**src/rtl/image_pkg.sv**
```systemverilog
// Types and widths shared by the sprite image loader and the sprite renderer.
package image_pkg;

  typedef enum logic [1:0] {
    IDLE    = 2'd0,
    PALETTE = 2'd1,
    IMAGE   = 2'd2,
    DONE    = 2'd3
  } load_state_t;

  localparam int COLOR_ID_WIDTH          = 8;
  localparam int COLOR_WIDTH             = 24;
  localparam int PALETTE_BYTES_PER_ENTRY = 3;

  // States in which the loader consumes stream bytes.
  function automatic logic is_load_state(input load_state_t state);
    return (state == PALETTE) || (state == IMAGE);
  endfunction

endpackage

```
**src/rtl/rgb_byte_packer.sv**
```systemverilog
// Packs three accepted stream bytes (R, G, B) into one palette word; the
// strobe fires combinationally on the accept of the blue byte.
module rgb_byte_packer
  import image_pkg::*;
(
  input  logic                   clk,
  input  logic                   srst,
  input  logic                   clear,
  input  logic                   accept,
  input  logic [7:0]             byte_in,
  output logic [COLOR_WIDTH-1:0] word_out,
  output logic                   word_strobe
);

  localparam logic [1:0] LAST_PHASE = 2'(PALETTE_BYTES_PER_ENTRY - 1);

  logic [1:0] phase_reg;

  always_ff @(posedge clk) begin
    if (srst || clear) begin
      phase_reg <= '0;
    end else if (accept) begin
      phase_reg <= (phase_reg == LAST_PHASE) ? 2'd0 : phase_reg + 2'd1;
    end
  end

  // One latch per leading colour channel; blue is taken straight from byte_in.
  genvar gi;
  generate
    for (gi = 0; gi < PALETTE_BYTES_PER_ENTRY - 1; gi++) begin : g_chan
      logic [7:0] chan_reg;
      always_ff @(posedge clk) begin
        if (srst || clear) begin
          chan_reg <= '0;
        end else if (accept && (phase_reg == 2'(gi))) begin
          chan_reg <= byte_in;
        end
      end
    end
  endgenerate

  assign word_out    = {g_chan[0].chan_reg, g_chan[1].chan_reg, byte_in};
  assign word_strobe = accept && (phase_reg == LAST_PHASE);

endmodule

```
**src/rtl/image_loader.sv**
```systemverilog
// Streams a palette block then an image block from a byte source into the
// sprite palette and image BRAM write ports, one byte per cycle.
module image_loader
  import image_pkg::*;
#(
  parameter int WIDTH         = 256,
  parameter int HEIGHT        = 256,
  parameter int PALETTE_DEPTH = 256
) (
  input  logic                              pixel_clk_in,
  input  logic                              rst_in,
  input  logic                              start_in,
  input  logic [7:0]                        byte_in,
  input  logic                              byte_valid_in,
  output logic                              byte_ready_out,
  output logic [7:0]                        palette_addr_out,
  output logic [COLOR_WIDTH-1:0]            palette_data_out,
  output logic                              palette_we_out,
  output logic [$clog2(WIDTH*HEIGHT)-1:0]   image_addr_out,
  output logic [COLOR_ID_WIDTH-1:0]         image_data_out,
  output logic                              image_we_out,
  output logic                              busy_out,
  output logic                              done_out
);

  localparam int PIX_COUNT = WIDTH * HEIGHT;
  localparam int PIX_AW    = $clog2(PIX_COUNT);

  localparam logic [7:0]        LAST_ENTRY = 8'(PALETTE_DEPTH - 1);
  localparam logic [PIX_AW-1:0] LAST_PIXEL = PIX_AW'(PIX_COUNT - 1);

  load_state_t state_reg, state_next;

  logic [7:0]                entry_reg;
  logic [PIX_AW-1:0]         pixel_reg;
  logic                      pal_we_reg;
  logic [7:0]                pal_addr_reg;
  logic [COLOR_WIDTH-1:0]    pal_data_reg;
  logic                      img_we_reg;
  logic [PIX_AW-1:0]         img_addr_reg;
  logic [COLOR_ID_WIDTH-1:0] img_data_reg;

  logic                   byte_ready;
  logic                   accept;
  logic                   load_clear;
  logic                   pal_accept;
  logic                   img_accept;
  logic [COLOR_WIDTH-1:0] packed_word;
  logic                   packed_strobe;

  assign byte_ready = is_load_state(state_reg);
  assign accept     = byte_valid_in && byte_ready;
  assign load_clear = (state_reg == IDLE) && start_in;
  assign pal_accept = accept && (state_reg == PALETTE);
  assign img_accept = accept && (state_reg == IMAGE);

  rgb_byte_packer u_packer (
    .clk         (pixel_clk_in),
    .srst        (rst_in),
    .clear       (load_clear),
    .accept      (pal_accept),
    .byte_in     (byte_in),
    .word_out    (packed_word),
    .word_strobe (packed_strobe)
  );

  always_ff @(posedge pixel_clk_in) begin
    if (rst_in) begin
      state_reg <= IDLE;
    end else begin
      state_reg <= state_next;
    end
  end

  always_comb begin
    state_next = state_reg;
    unique case (state_reg)
      IDLE:    if (start_in) state_next = PALETTE;
      PALETTE: if (packed_strobe && (entry_reg == LAST_ENTRY)) state_next = IMAGE;
      IMAGE:   if (img_accept && (pixel_reg == LAST_PIXEL)) state_next = DONE;
      DONE:    state_next = IDLE;
      default: state_next = IDLE;
    endcase
  end

  // Write ports are registered: strobes last one cycle, address/data hold.
  always_ff @(posedge pixel_clk_in) begin
    if (rst_in) begin
      entry_reg    <= '0;
      pixel_reg    <= '0;
      pal_we_reg   <= 1'b0;
      pal_addr_reg <= '0;
      pal_data_reg <= '0;
      img_we_reg   <= 1'b0;
      img_addr_reg <= '0;
      img_data_reg <= '0;
    end else begin
      pal_we_reg <= 1'b0;
      img_we_reg <= 1'b0;
      if (load_clear) begin
        entry_reg <= '0;
        pixel_reg <= '0;
      end
      if (packed_strobe) begin
        pal_we_reg   <= 1'b1;
        pal_addr_reg <= entry_reg;
        pal_data_reg <= packed_word;
        entry_reg    <= entry_reg + 8'd1;
      end
      if (img_accept) begin
        img_we_reg   <= 1'b1;
        img_addr_reg <= pixel_reg;
        img_data_reg <= byte_in;
        pixel_reg    <= pixel_reg + PIX_AW'(1);
      end
    end
  end

  assign byte_ready_out   = byte_ready;
  assign busy_out         = byte_ready;
  assign done_out         = (state_reg == DONE);
  assign palette_we_out   = pal_we_reg;
  assign palette_addr_out = pal_addr_reg;
  assign palette_data_out = pal_data_reg;
  assign image_we_out     = img_we_reg;
  assign image_addr_out   = img_addr_reg;
  assign image_data_out   = img_data_reg;

endmodule
```
**config.mk**
```make
export PLATFORM = sky130hd
export DESIGN_NAME = image_loader
export DESIGN_NICKNAME = d
export VERILOG_FILES = /design/src/rtl/image_pkg.sv /design/src/rtl/rgb_byte_packer.sv /design/src/rtl/image_loader.sv
export SDC_FILE = /design/constraint.sdc
export NUM_CORES = 1
export LEC_CHECK = 0
export CAP_MARGIN = 20
export CORE_UTILIZATION = 53
export DETAILED_ROUTE_END_ITERATION = 6
export PLACE_DENSITY_LB_ADDON = 0.1
export SLEW_MARGIN = 20
export SYNTH_ARGS = -nofsm -noshare
export SYNTH_HDL_FRONTEND = slang
export SYNTH_HIERARCHICAL = 1
export SYNTH_SLANG_ARGS = --single-unit
```
**constraint.sdc**
```tcl
create_clock -name pixel_clk_in -period 2.2 [get_ports pixel_clk_in]
set_input_delay 0.22 -clock pixel_clk_in [delete_from_list [all_inputs] [get_ports pixel_clk_in]]
set_output_delay 0.22 -clock pixel_clk_in [all_outputs]
set_load 0.05 [all_outputs]
```
==> flow_summary.toml <==
[grt]
antenna_found_initial = 0
grt_pass1_wl_um = 15400
grt_start_max_net_pins = 46
grt.overflow.total = 0
grt_pass1_vias = 3346
grt_usage_pct = 22.8

[die]
rows = 32
core_um2 = 7770
dieHeight_um = 91.9
boundaryPins = 73
die_w_um = 91.9
start_util_pct = 55.1
dieArea_um2 = 8440

[sta]
timing.final.crit_share_pct = 91.2
skew_ns = 0.00782
hold-worst-slack_ns = 0.387
maxSlewHeadroom_pct = 53.4
worstMarginPinSlew_ns = 0.699
rsz0062_at_grt = "false"
fmax_mhz = 498
hold_viol_final = 0
fin_crit_ns = 2.01
drv_slew = 0
fin_tns_setup_ns = 0
setup_viol = 0

[cells_and_area]
largest_reg_flops = 24
final_area_um2 = 5300
fin_nets = 547
multi_input_area_um2 = 2040
regArea_um2 = 2040
drive_gt1_share_pct = 8.61
n_fill_cell = 652
diodes = 0
area_delta_synth_final_pct = 23.8

[logic_synthesis]
yosys.area.top_type = "dfxtp_1"
netlist_area_um2 = 4280
yosys_warnings = 6
syn_nets = 487
synth_edf_count = 0
yosysTopAreaCellShare_pct = 47.7
ys_types = 45
synthArstFlopShare_pct = 0
syn-instance-count = 469
synth_flop_cell = "dfxtp_1"
syn-mean-instance-area_um2 = 9.13
ys_ff_latch = 102
ys_seq_area_share_pct = 47.7
synthTopCellsByArea = "dfxtp_1 (48%), mux2i_1 (11%), nand2_1 (5.7%)"

[clocking]
cts_tree = "done"
numCtsBuffers = 9
clkTransAtPathRegs_ns = 0.10
htree_levels = 3
cts_hold_buffers = 0
cts_buffer_depth = 2
clkSinkCount = 102
clockRootBuffer = "clkbuf_8"
clk-insertion-delay-late_ns = 0.36

[routing]
vias = 3452
drc = 0
routed_via_density = 5.43
first_iter_violations = 106
first_pass_iters = 6
drt.antenna.violating_nets = 0
wire_per_inst_um = 14.2
drt-total-wl_um = 9040

[min_path]
hold_depth = 2
hold_path_class = "in -> reg"

[placement]
dp_hpwl_um = 6240
place_congestion = 0.812
dpl_cell_area_um2 = 5090
numPortBuffers = 72

[worst_setup_path]
endpoint_kind = "flip-flop"
ff2ff_path_depth = 8
critical_path_class = "reg -> reg"
cp.arrival_ns = 2.29
setup.worst_path.start_class = "flip-flop"
cp_max_fo = 5
cp_data_required_time_ns = 2.48

[power]
power_mw = 4.03
leakagePower_nw = 1.88
ir_drop_mv = 0.395
p_per_area_nw_per_um2 = 760

[job]
cap_violations = 0

[status]
status = "complete, no violations"
metrics by stage:
step	utilization (%)	cells	setup WS, ns
after CTS	68.2	636	0.0290
final	68.2	636	0.193
after global placement	65.5	620	0.242
after floorplan	-	469	0.106
after global routing	68.2	636	0.0539
after detailed placement	65.5	620	0.184
Yosys cell counts (5+ instances only):
library cell and count:
nand2_1 65, inv_1 6, a311oi_1 5, buf_4 9, clkbuf_1 13, buf_2 7
ha_1 6, nor2_1 61, a21oi_1 44, or3b_2 5, buf_1 7, nand3_1 10
o21ai_0 6, or3b_1 19, dfxtp_1 102, mux2i_1 48
cell families after synthesis:
| logic type | synth area share (%) |
|---|---|
| fa+ha+maj | 1.75 |
| simple gates | 22.9 |
| xor+xnor | 1.23 |
| buf+inv | 4.94 |
| flops | 47.7 |
| mux | 11.5 |
| compound gates | 10.0 |
worst max-delay path, cell delays in order (launching register included):
cell and delay, ns:
dfxtp_1 0.37, inv_1 0.11, ha_4 0.29, and3_1 0.22, and3b_2 0.24, nand3_1 0.09
o21ai_2 0.22, nand3_2 0.11, a221oi_2 0.27
layout by cell type (no fill, tap or decap), types with 2 or more instances in the layout:
cell | synthesis | final
nor2_1 | 61 | 61
and3_1 | 4 | 4
nand3_1 | 10 | 10
o21ai_0 | 6 | 6
a22oi_1 | 2 | 2
buf_4 | 9 | 11
ha_1 | 6 | 5
and2_1 | 4 | 4
or3b_1 | 19 | 19
inv_6 | 0 | 3
nand2b_1 | 3 | 3
clkdlybuf4s50_1 | 0 | 69
a21oi_1 | 44 | 44
dfxtp_1 | 102 | 102
buf_12 | 0 | 3
nand2_1 | 65 | 65
mux2i_1 | 48 | 48
nand3b_1 | 4 | 4
xnor2_1 | 4 | 4
o311ai_0 | 3 | 3
a311oi_1 | 5 | 5
dlymetal6s2s_1 | 0 | 2
nor2b_1 | 2 | 2
or3b_2 | 5 | 5
or4_1 | 3 | 3
a211oi_1 | 2 | 2
clkbuf_8 | 0 | 9
xor2_1 | 2 | 2
nor3_1 | 4 | 4
inv_1 | 6 | 6
nand4_1 | 3 | 3
path summary, 6_finish.rpt:
kind,startpoint,endpoint,slack [ns]
setup / recovery,state_reg[0],state_reg[0],0.19
hold / removal,rst_in,palette_data_out[15],0.39
setup reg to reg,state_reg[0],state_reg[0],0.19
hold reg to reg,image_addr_out[6],image_addr_out[6],0.46
what timing repair did:
| action | 4_1_cts | 5_1_grt |
|---|---|---|
| buffers inserted | 0 | 0 |
| endpoints found under the setup margin | 0 | 2 |
| gates resized for setup | 0 | 2 |
routing by layer:
layer | wire (um) | vias to the layer above | track usage [%] | share of wire (%)
met1 | 4350 | 1650 | 29.8 | 48
met2 | 4170 | 65 | 37.9 | 46
met4 | 123 | 0 | 7.94 | 1.4
met3 | 391 | 9 | 3.98 | 4.3
li1 | - | 1728 | - | -
met5 | 0 | - | 0 | 0
power breakdown:
| part | leakage [nW] | internal, mW | switching [mW] |
|---|---|---|---|
| registers | 0.822 | 1.89 | 0.0289 |
| logic | 0.952 | 0.304 | 0.584 |
| clock network | 0.103 | 0.545 | 0.679 |
| total | 1.88 | 2.74 | 1.29 |
cell type report:
type,instances,share of cell area [%]
Sequential cell,102,38.5
Multi-Input combinational cell,324,38.5
Timing Repair Buffer,86,16.3
Tap cell,102,2.41
Clock buffer,9,2.34
Clock inverter,7,1.51
Inverter,6,0.425
Note: power is estimated with default switching activity, not from simulation.
